<file path="src/rtl/spi_slave_gen.sv">
// spi_slave_gen: SPI slave oversampled in the clk_c domain, with a one-word TX buffer and a held RX word.
// Define SPI_SLAVE_ERR_EN to build the sticky overrun/underrun flags; otherwise both read 0.
module spi_slave_gen #(
    parameter int N         = 8,
    parameter bit CPOL      = 1'b0,
    parameter bit CPHA      = 1'b0,
    parameter bit MSB_FIRST = 1'b1
) (
    input  logic         clk_c,
    input  logic         reset_r,
    input  logic         sclk_i,
    input  logic         cs_n_i,
    input  logic         mosi_i,
    output logic         miso_o,
    output logic         miso_oe_o,
    input  logic [N-1:0] tx_data_i,
    input  logic         tx_valid_i,
    output logic         tx_ready_o,
    output logic [N-1:0] rx_data_o,
    output logic         rx_valid_o,
    input  logic         rx_ready_i,
    output logic         busy_o,
    output logic         overrun_o,
    output logic         underrun_o,
    input  logic         err_clr_i
);

    localparam int CW = $clog2(N);
    localparam logic [0:0] IDLE   = 1'b0;
    localparam logic [0:0] ACTIVE = 1'b1;

    logic          sclk_s1, sclk_s2, sclk_s3;
    logic          cs_s1, cs_s2, cs_s3;
    logic          mosi_s1, mosi_s2;
    logic          sclk_rise, sclk_fall, lead_edge, trail_edge;
    logic          sample_edge, shift_edge, cs_fall;
    logic [0:0]    state;
    logic [CW-1:0] bit_cnt;
    logic          word_pend;
    logic [N-1:0]  tx_sh, rx_sh, tx_buf, start_word;
    logic          tx_full, rx_done, miso_r;
    logic          do_start, consume, ur_set, ov_set, accept;

    function automatic logic head(input logic [N-1:0] w);
        return MSB_FIRST ? w[N-1] : w[0];
    endfunction

    function automatic logic [N-1:0] shift_out(input logic [N-1:0] w);
        return MSB_FIRST ? {w[N-2:0], 1'b0} : {1'b0, w[N-1:1]};
    endfunction

    function automatic logic [N-1:0] shift_in(input logic [N-1:0] w, input logic b);
        return MSB_FIRST ? {w[N-2:0], b} : {b, w[N-1:1]};
    endfunction

    // CS sync flops reset to "selected" so a CS already low at reset release is not seen as a new falling edge.
    always_ff @(posedge clk_c) begin
        if (reset_r) begin
            sclk_s1 <= CPOL;
            sclk_s2 <= CPOL;
            sclk_s3 <= CPOL;
            cs_s1   <= 1'b0;
            cs_s2   <= 1'b0;
            cs_s3   <= 1'b0;
            mosi_s1 <= 1'b0;
            mosi_s2 <= 1'b0;
        end else begin
            sclk_s1 <= sclk_i;
            sclk_s2 <= sclk_s1;
            sclk_s3 <= sclk_s2;
            cs_s1   <= cs_n_i;
            cs_s2   <= cs_s1;
            cs_s3   <= cs_s2;
            mosi_s1 <= mosi_i;
            mosi_s2 <= mosi_s1;
        end
    end

    assign sclk_rise   = sclk_s2 & ~sclk_s3;
    assign sclk_fall   = ~sclk_s2 & sclk_s3;
    assign lead_edge   = CPOL ? sclk_fall : sclk_rise;
    assign trail_edge  = CPOL ? sclk_rise : sclk_fall;
    assign sample_edge = CPHA ? trail_edge : lead_edge;
    assign shift_edge  = CPHA ? lead_edge : trail_edge;
    assign cs_fall     = cs_s3 & ~cs_s2;

    assign start_word = tx_full ? tx_buf : '0;
    assign do_start   = ((state == IDLE) && cs_fall) ||
                        ((state == ACTIVE) && !cs_s2 && shift_edge && word_pend);
    assign consume    = do_start && tx_full;
    assign ur_set     = do_start && !tx_full;

    // A completed word arms word_pend; the following shift edge loads the next TX word.
    always_ff @(posedge clk_c) begin
        if (reset_r) begin
            state     <= IDLE;
            bit_cnt   <= '0;
            word_pend <= 1'b0;
            tx_sh     <= '0;
            rx_sh     <= '0;
            rx_done   <= 1'b0;
            miso_r    <= 1'b0;
        end else begin
            rx_done <= 1'b0;
            case (state)
                IDLE: begin
                    if (cs_fall) begin
                        state     <= ACTIVE;
                        bit_cnt   <= '0;
                        word_pend <= 1'b0;
                        tx_sh     <= start_word;
                        if (!CPHA) miso_r <= head(start_word);
                    end
                end
                default: begin
                    if (cs_s2) begin
                        state     <= IDLE;
                        bit_cnt   <= '0;
                        word_pend <= 1'b0;
                        miso_r    <= 1'b0;
                    end else begin
                        if (sample_edge) begin
                            rx_sh <= shift_in(rx_sh, mosi_s2);
                            if (bit_cnt == CW'(N - 1)) begin
                                bit_cnt   <= '0;
                                rx_done   <= 1'b1;
                                word_pend <= 1'b1;
                            end else begin
                                bit_cnt <= bit_cnt + 1'b1;
                            end
                        end
                        if (shift_edge) begin
                            if (word_pend) begin
                                word_pend <= 1'b0;
                                miso_r    <= head(start_word);
                                tx_sh     <= CPHA ? shift_out(start_word) : start_word;
                            end else if (CPHA) begin
                                miso_r <= head(tx_sh);
                                tx_sh  <= shift_out(tx_sh);
                            end else begin
                                miso_r <= head(shift_out(tx_sh));
                                tx_sh  <= shift_out(tx_sh);
                            end
                        end
                    end
                end
            endcase
        end
    end

    always_ff @(posedge clk_c) begin
        if (reset_r) begin
            tx_buf  <= '0;
            tx_full <= 1'b0;
        end else if (tx_valid_i && !tx_full) begin
            tx_buf  <= tx_data_i;
            tx_full <= 1'b1;
        end else if (consume) begin
            tx_full <= 1'b0;
        end
    end

    assign accept = rx_valid_o && rx_ready_i;
    assign ov_set = rx_done && rx_valid_o && !rx_ready_i;

    // A word finishing while the previous one is still unaccepted is dropped.
    always_ff @(posedge clk_c) begin
        if (reset_r) begin
            rx_data_o  <= '0;
            rx_valid_o <= 1'b0;
        end else if (rx_done && (!rx_valid_o || accept)) begin
            rx_data_o  <= rx_sh;
            rx_valid_o <= 1'b1;
        end else if (accept) begin
            rx_valid_o <= 1'b0;
        end
    end

`ifdef SPI_SLAVE_ERR_EN
    logic overrun_r, underrun_r;

    always_ff @(posedge clk_c) begin
        if (reset_r) begin
            overrun_r  <= 1'b0;
            underrun_r <= 1'b0;
        end else begin
            if (ov_set) overrun_r <= 1'b1;
            else if (err_clr_i) overrun_r <= 1'b0;
            if (ur_set) underrun_r <= 1'b1;
            else if (err_clr_i) underrun_r <= 1'b0;
        end
    end

    assign overrun_o  = overrun_r;
    assign underrun_o = underrun_r;
`else
    logic unused_err;
    assign unused_err = ^{err_clr_i, ov_set, ur_set};
    assign overrun_o  = 1'b0;
    assign underrun_o = 1'b0;
`endif

    assign miso_o     = miso_r;
    assign miso_oe_o  = (state == ACTIVE);
    assign busy_o     = (state == ACTIVE);
    assign tx_ready_o = ~tx_full;

endmodule

</file>
<file path="config.mk">
export PLATFORM = sky130hd
export DESIGN_NAME = spi_slave_gen
export DESIGN_NICKNAME = d
export VERILOG_FILES = /design/src/rtl/spi_slave_gen.sv
export SDC_FILE = /design/constraint.sdc
export NUM_CORES = 1
export LEC_CHECK = 0
export CORE_MARGIN = 4
export CORE_UTILIZATION = 30
export CTS_CLUSTER_SIZE = 10
export DETAILED_ROUTE_END_ITERATION = 12
export DONT_BUFFER_PORTS = 1
export HOLD_SLACK_MARGIN = 0.06
export SETUP_SLACK_MARGIN = 0.05
export SYNTH_ARGS = -nofsm -noshare
export SYNTH_HDL_FRONTEND = slang
export SYNTH_SLANG_ARGS = --single-unit
</file>
<file path="constraint.sdc">
create_clock -name clk_c -period 1.53 [get_ports clk_c]
set_input_delay 0.306 -clock clk_c [delete_from_list [all_inputs] [get_ports clk_c]]
set_output_delay 0.306 -clock clk_c [all_outputs]
set_load 0.01 [all_outputs]
</file>
* Yosys cells after proc, flatten, opt, wreduce, memory -nomap -nowiden
Index checks and enable logic that the tools add are counted.
Word-level totals: word-level logic and storage cells 86, output and inout port bits 15, input port bits 16, flip-flop bits (word level) 48
Cells by class: reductions and logical operators 21, equal/unequal tests 5, add/sub/neg operators 1, bitwise logic cells 9, multiplexer cells 31
Operator list (count):
- two-way mux 7 bit | 5
- two-way mux 1 bit | 20
- two-way mux 3 bit | 5
- logical AND 1 bit | 8
- two-way mux 8 bit | 1
- != test 3 bit, second input constant | 2
- inverter 1 bit | 6
- AND reduction 3 bit | 2
- nonzero test 2 bit | 3
- != test 2 bit, second input constant | 2
- AND reduction 2 bit | 2
- OR reduction 4 bit | 1
- adder 3 x 1 -> 3 bit, second input constant | 1
- AND 1 bit | 3
- == test 3 bit, second input constant | 1
- logical NOT 1 bit | 3
- logical OR 1 bit | 2

* Longest topological paths before layout
word-level depth 8, mapped depth 6, depth with buffers taken out 4

* Worst setup path after synthesis
OpenSTA, ideal clock, no wires.
path type register -> register, start point reg state, in the netlist busy_o, end point reg tx_sh[3], clock period less this slack 1.451 ns, cell stages (with the launch flop) 7, setup time 0.088 ns, data arrival time 1.363 ns, buffers on the path 2, required time 1.442 ns, path slack 0.079 ns, path through dfxtp_1 > buf_6 > or3b_4 > o21ai_4 > buf_8 > nor2_2 > a311oi_2
On the way: longest elaborated chain between the ends 2, elaborated cells on any way between the ends 5, those cells by class eq/ne: 2; mux: 1; reduce/logical: 2
Ends and longest elaborated chain:
- start, declared | line 37 | logic [0:0] state;
- start signal, assigned | line 96 | state <= IDLE;
- start signal, assigned | line 108 | state <= ACTIVE;
- start signal, assigned | line 117 | state <= IDLE;
- != test 2 bit (no source line) or nonzero test 2 bit (tied branches)
- AND reduction 3 bit (no source line)
- end signal, assigned | line 111 | tx_sh <= start_word;
- end signal, assigned | line 136 | tx_sh <= CPHA ? shift_out(start_word) : start_word;
- end signal, assigned | line 139 | tx_sh <= shift_out(tx_sh);
- end, declared | line 40 | logic [N-1:0] tx_sh, rx_sh, tx_buf, start_word;
Parallel ways exist; a longest one is shown, timed or not. A chain may end at the register's enable or synchronous reset.

* Final worst setup path
start point reg state, in the netlist busy_o, end point reg tx_sh[1]
Same word-level chain as after synthesis.

==> flow_metrics.tcl <==
set metrics [dict create \
    wl_per_cell_um 11.82 \
    crit_family "simple AND/OR/NAND/NOR gates" \
    synth-seq-cells 48 \
    htreeDepth 2 \
    outcome "completed" \
    overflow 0 \
    slowest_stage "or3b_4" \
    crit_fanout 8 \
    met3_length_um 154 \
    synth-warning-count 0 \
    drtIter0Drc 127 \
    r2r_slack_ns 0.10 \
    fin_skew_ns 0.009216 \
    core_area_um2 5956 \
    fin_util_pct 34.45 \
    antenna_found_initial 0 \
    syn_area_per_cell_um2 9.039 \
    clk_pin_slew_ns 0.08 \
    fillers 618 \
    setup_viol 0 \
    setup-tns-final_ns 0 \
    hold_path_class "in2reg" \
    yosysTopAreaCellShare_pct 51.86 \
    holdWs_ns 0.08142 \
    syn-instance-count 205 \
    worstSetupStartpointType "flop" \
    cp.depth 5 \
    cts_tree "built" \
    p_leak_nw 0.7606 \
    grt_usage_pct 9.360 \
    wl_met2_mm 1.479 \
    dr.pass1.iters 4 \
    crit_path_end_kind "flop" \
    top_layer "met4" \
    hpwl_mm 2.191 \
    finalHoldViolations 0 \
    syn_area_um2 1853 \
    cp.required_ns 1.74 \
    grt_pass1_vias 1204 \
    synth.area.top_cells "dfxtp_1, nand2_1, a21oi_1, nor2b_1, mux2i_1" \
    cp-startpoint "busy_o" \
    reg2regPathDepth 5 \
    rsz0062_at_grt "false" \
    die_h_um 86.59 \
    die_w_um 86.59 \
    area_growth_pct 10.74 \
    r2r_start "busy_o" \
    clk_latency_ns 0.29 \
    row_count 28 \
    period_minus_slack_ns 1.430 \
    maxCapViolCount 0 \
    final_layout_size_suffix_gt1_share_pct 15.71 \
    die-area_um2 7498 \
    r2r_end "tx_sh[1]" \
    antenna_left 0 \
    synthDistinctLibCells 37 \
    clock-root-buffer "clkbuf_8" \
    clock_sinks 48 \
    clk_path_buf_depth 2 \
    final_nets 228 \
    finalCritPeriodShare_pct 93.46 \
    num_vias 1310 \
    yosysSeqAreaShare_pct 51.86 \
    grt_start_max_net_pins 40 \
    cts_buffers 5 \
    avgViaCountPerCell 4.596 \
    io_buffers 0 \
    total_power_mw 2.103 \
    drv_slew 0 \
    endpoint "tx_sh[1]" \
    slowest_delay_ns 0.42 \
    max_freq_mhz 699.3 \
    arrival_ns 1.64 \
    vdd.ir_drop.worst_uv 368.4 \
    start_util_pct 31.11 \
    cp.buffers_inverters 1 \
    drc 0 \
    cellPowerDensity_nw_per_um2 1025 \
    wirelength_mm 3.368 \
    grt_pass1_wl_mm 5.533 \
    gp_congestion 0.7484 \
    diodes 0 \
    yosysTopAreaCell "dfxtp_1" \
    cp_cell_sequence "or3b_4 > o21ai_4 > buf_4 > nor2_1 > a311oi_1" \
    ioPinCount 31 \
    drt-met1-wl_mm 1.685 \
    critical_path_class "reg2reg" \
]
-- cell type report --
type                    count  area, um2  share of cell area, %
clock buffers               6      72.57                  3.537
inverters                   4      15.01                 0.7317
clock inverters             1      5.005                 0.2439
well taps                  75      93.84                  4.573
repair buffers             10      80.08                  3.902
multi-input cells         141      822.0                  40.06
flip-flops and latches     48      963.4                  46.95
-- cell usage after synthesis --
| cell | number |
|---|---|
| nor3b_1 | 1 |
| conb_1 | 1 |
| o21ai_4 | 1 |
| nand2_1 | 42 |
| clkbuf_1 | 6 |
| a31oi_1 | 2 |
| nor2_1 | 17 |
| nor2_2 | 3 |
| a211oi_1 | 2 |
| o21ai_2 | 1 |
| and3_1 | 1 |
| mux2i_1 | 8 |
| ha_1 | 2 |
| o21ai_0 | 1 |
| or3_1 | 1 |
| o22ai_1 | 1 |
| a311oi_2 | 3 |
| nor3_1 | 1 |
| nand4_1 | 1 |
| a2bb2oi_1 | 1 |
| buf_6 | 1 |
| a311oi_1 | 3 |
| nand3_1 | 6 |
| a22oi_1 | 2 |
| inv_1 | 4 |
| buf_8 | 1 |
| or3b_4 | 1 |
| a21oi_1 | 19 |
| nand2b_1 | 3 |
| dfxtp_1 | 48 |
| o211ai_1 | 1 |
| buf_4 | 3 |
| buf_2 | 1 |
| nor2b_1 | 13 |
| or4_1 | 1 |
| and2_1 | 1 |
| buf_1 | 1 |
-- stage by stage --
step                      setup WS, ns  cell area [um2]  cells
after floorplan                0.07878             1857    206
after global routing           0.04345             2052    285
after detailed placement       0.06505             1908    273
after global placement          0.1002             1908    273
final                           0.1000             2052    285
after CTS                      0.07084             1996    281
-- repair_timing --
action,CTS,global route
hold endpoints to repair,10,2
hold buffers,1,1
pin swaps,1,1
buffers inserted,0,3
resized for setup,0,10
setup endpoints to repair,1,23
-- power breakdown --
| group | leakage (nW) | switching (mW) | internal (mW) |
|---|---|---|---|
| sequential | 0.391 | 0.0248 | 1.28 |
| combinational | 0.329 | 0.0593 | 0.0455 |
| clock | 0.0410 | 0.381 | 0.311 |
-- placed cells by master (no fill, tap or decap), types with 2 or more instances in the layout --
master	synthesis	final
a211oi_1	2	2
a21oi_1	19	18
a22oi_1	2	2
a311oi_1	3	3
a311oi_2	3	3
a31oi_1	2	2
buf_4	3	8
clkbuf_8	0	5
conb_1	1	2
dfxtp_1	48	46
dfxtp_2	0	2
dlygate4sd3_1	0	2
inv_1	4	4
mux2i_1	8	8
nand2_1	42	42
nand2b_1	3	2
nand3_1	6	6
nor2_1	17	17
nor2_2	3	3
nor2b_1	13	10
nor2b_2	0	3
-- logic make-up (layout without fill, tap and decap cells) --
kind of cell	Yosys count	in the layout	share of synthesized area, %
buffers and inverters	17	21	5.131
other	1	2	0.2024
and+or+nand+nor	92	92	23.03
adders and majority gates	2	2	1.350
DFF	48	48	51.86
muxes	8	8	4.322
AOI/OAI and AO/OA	37	37	14.11
-- layer usage --
metal / GRT usage, % / vias up
met1: 11.74 / 592
met4: 3.824 / 0
met3: 3.327 / 5
li1: - / 693
met2: 14.60 / 20
met5: 0 / -
-- state kept, by name, summed over array words and instances, names as in the netlist, 3 cells and up --
| register | flops |
|---|---|
| tx_buf | 8 |
| tx_sh | 7 |
| rx_data_o | 8 |
| bit_cnt | 3 |
| rx_sh | 8 |
-- worst min-delay path by stage --
stage	start	to	slack, ns	depth (start not counted)
3_5_place_dp	reset_r	rx_sh[3]	0.38	1
3_3_place_gp	reset_r	rx_sh[3]	0.38	1
4_1_cts	reset_r	tx_buf[7]	0.06	1
6_report	reset_r	rx_data_o[2]	0.08	1
5_1_grt	reset_r	tx_sh[5]	0.06	1
2_1_floorplan	cs_s1	cs_s2	0.41	1
Note: power is estimated with default switching activity, not from simulation.
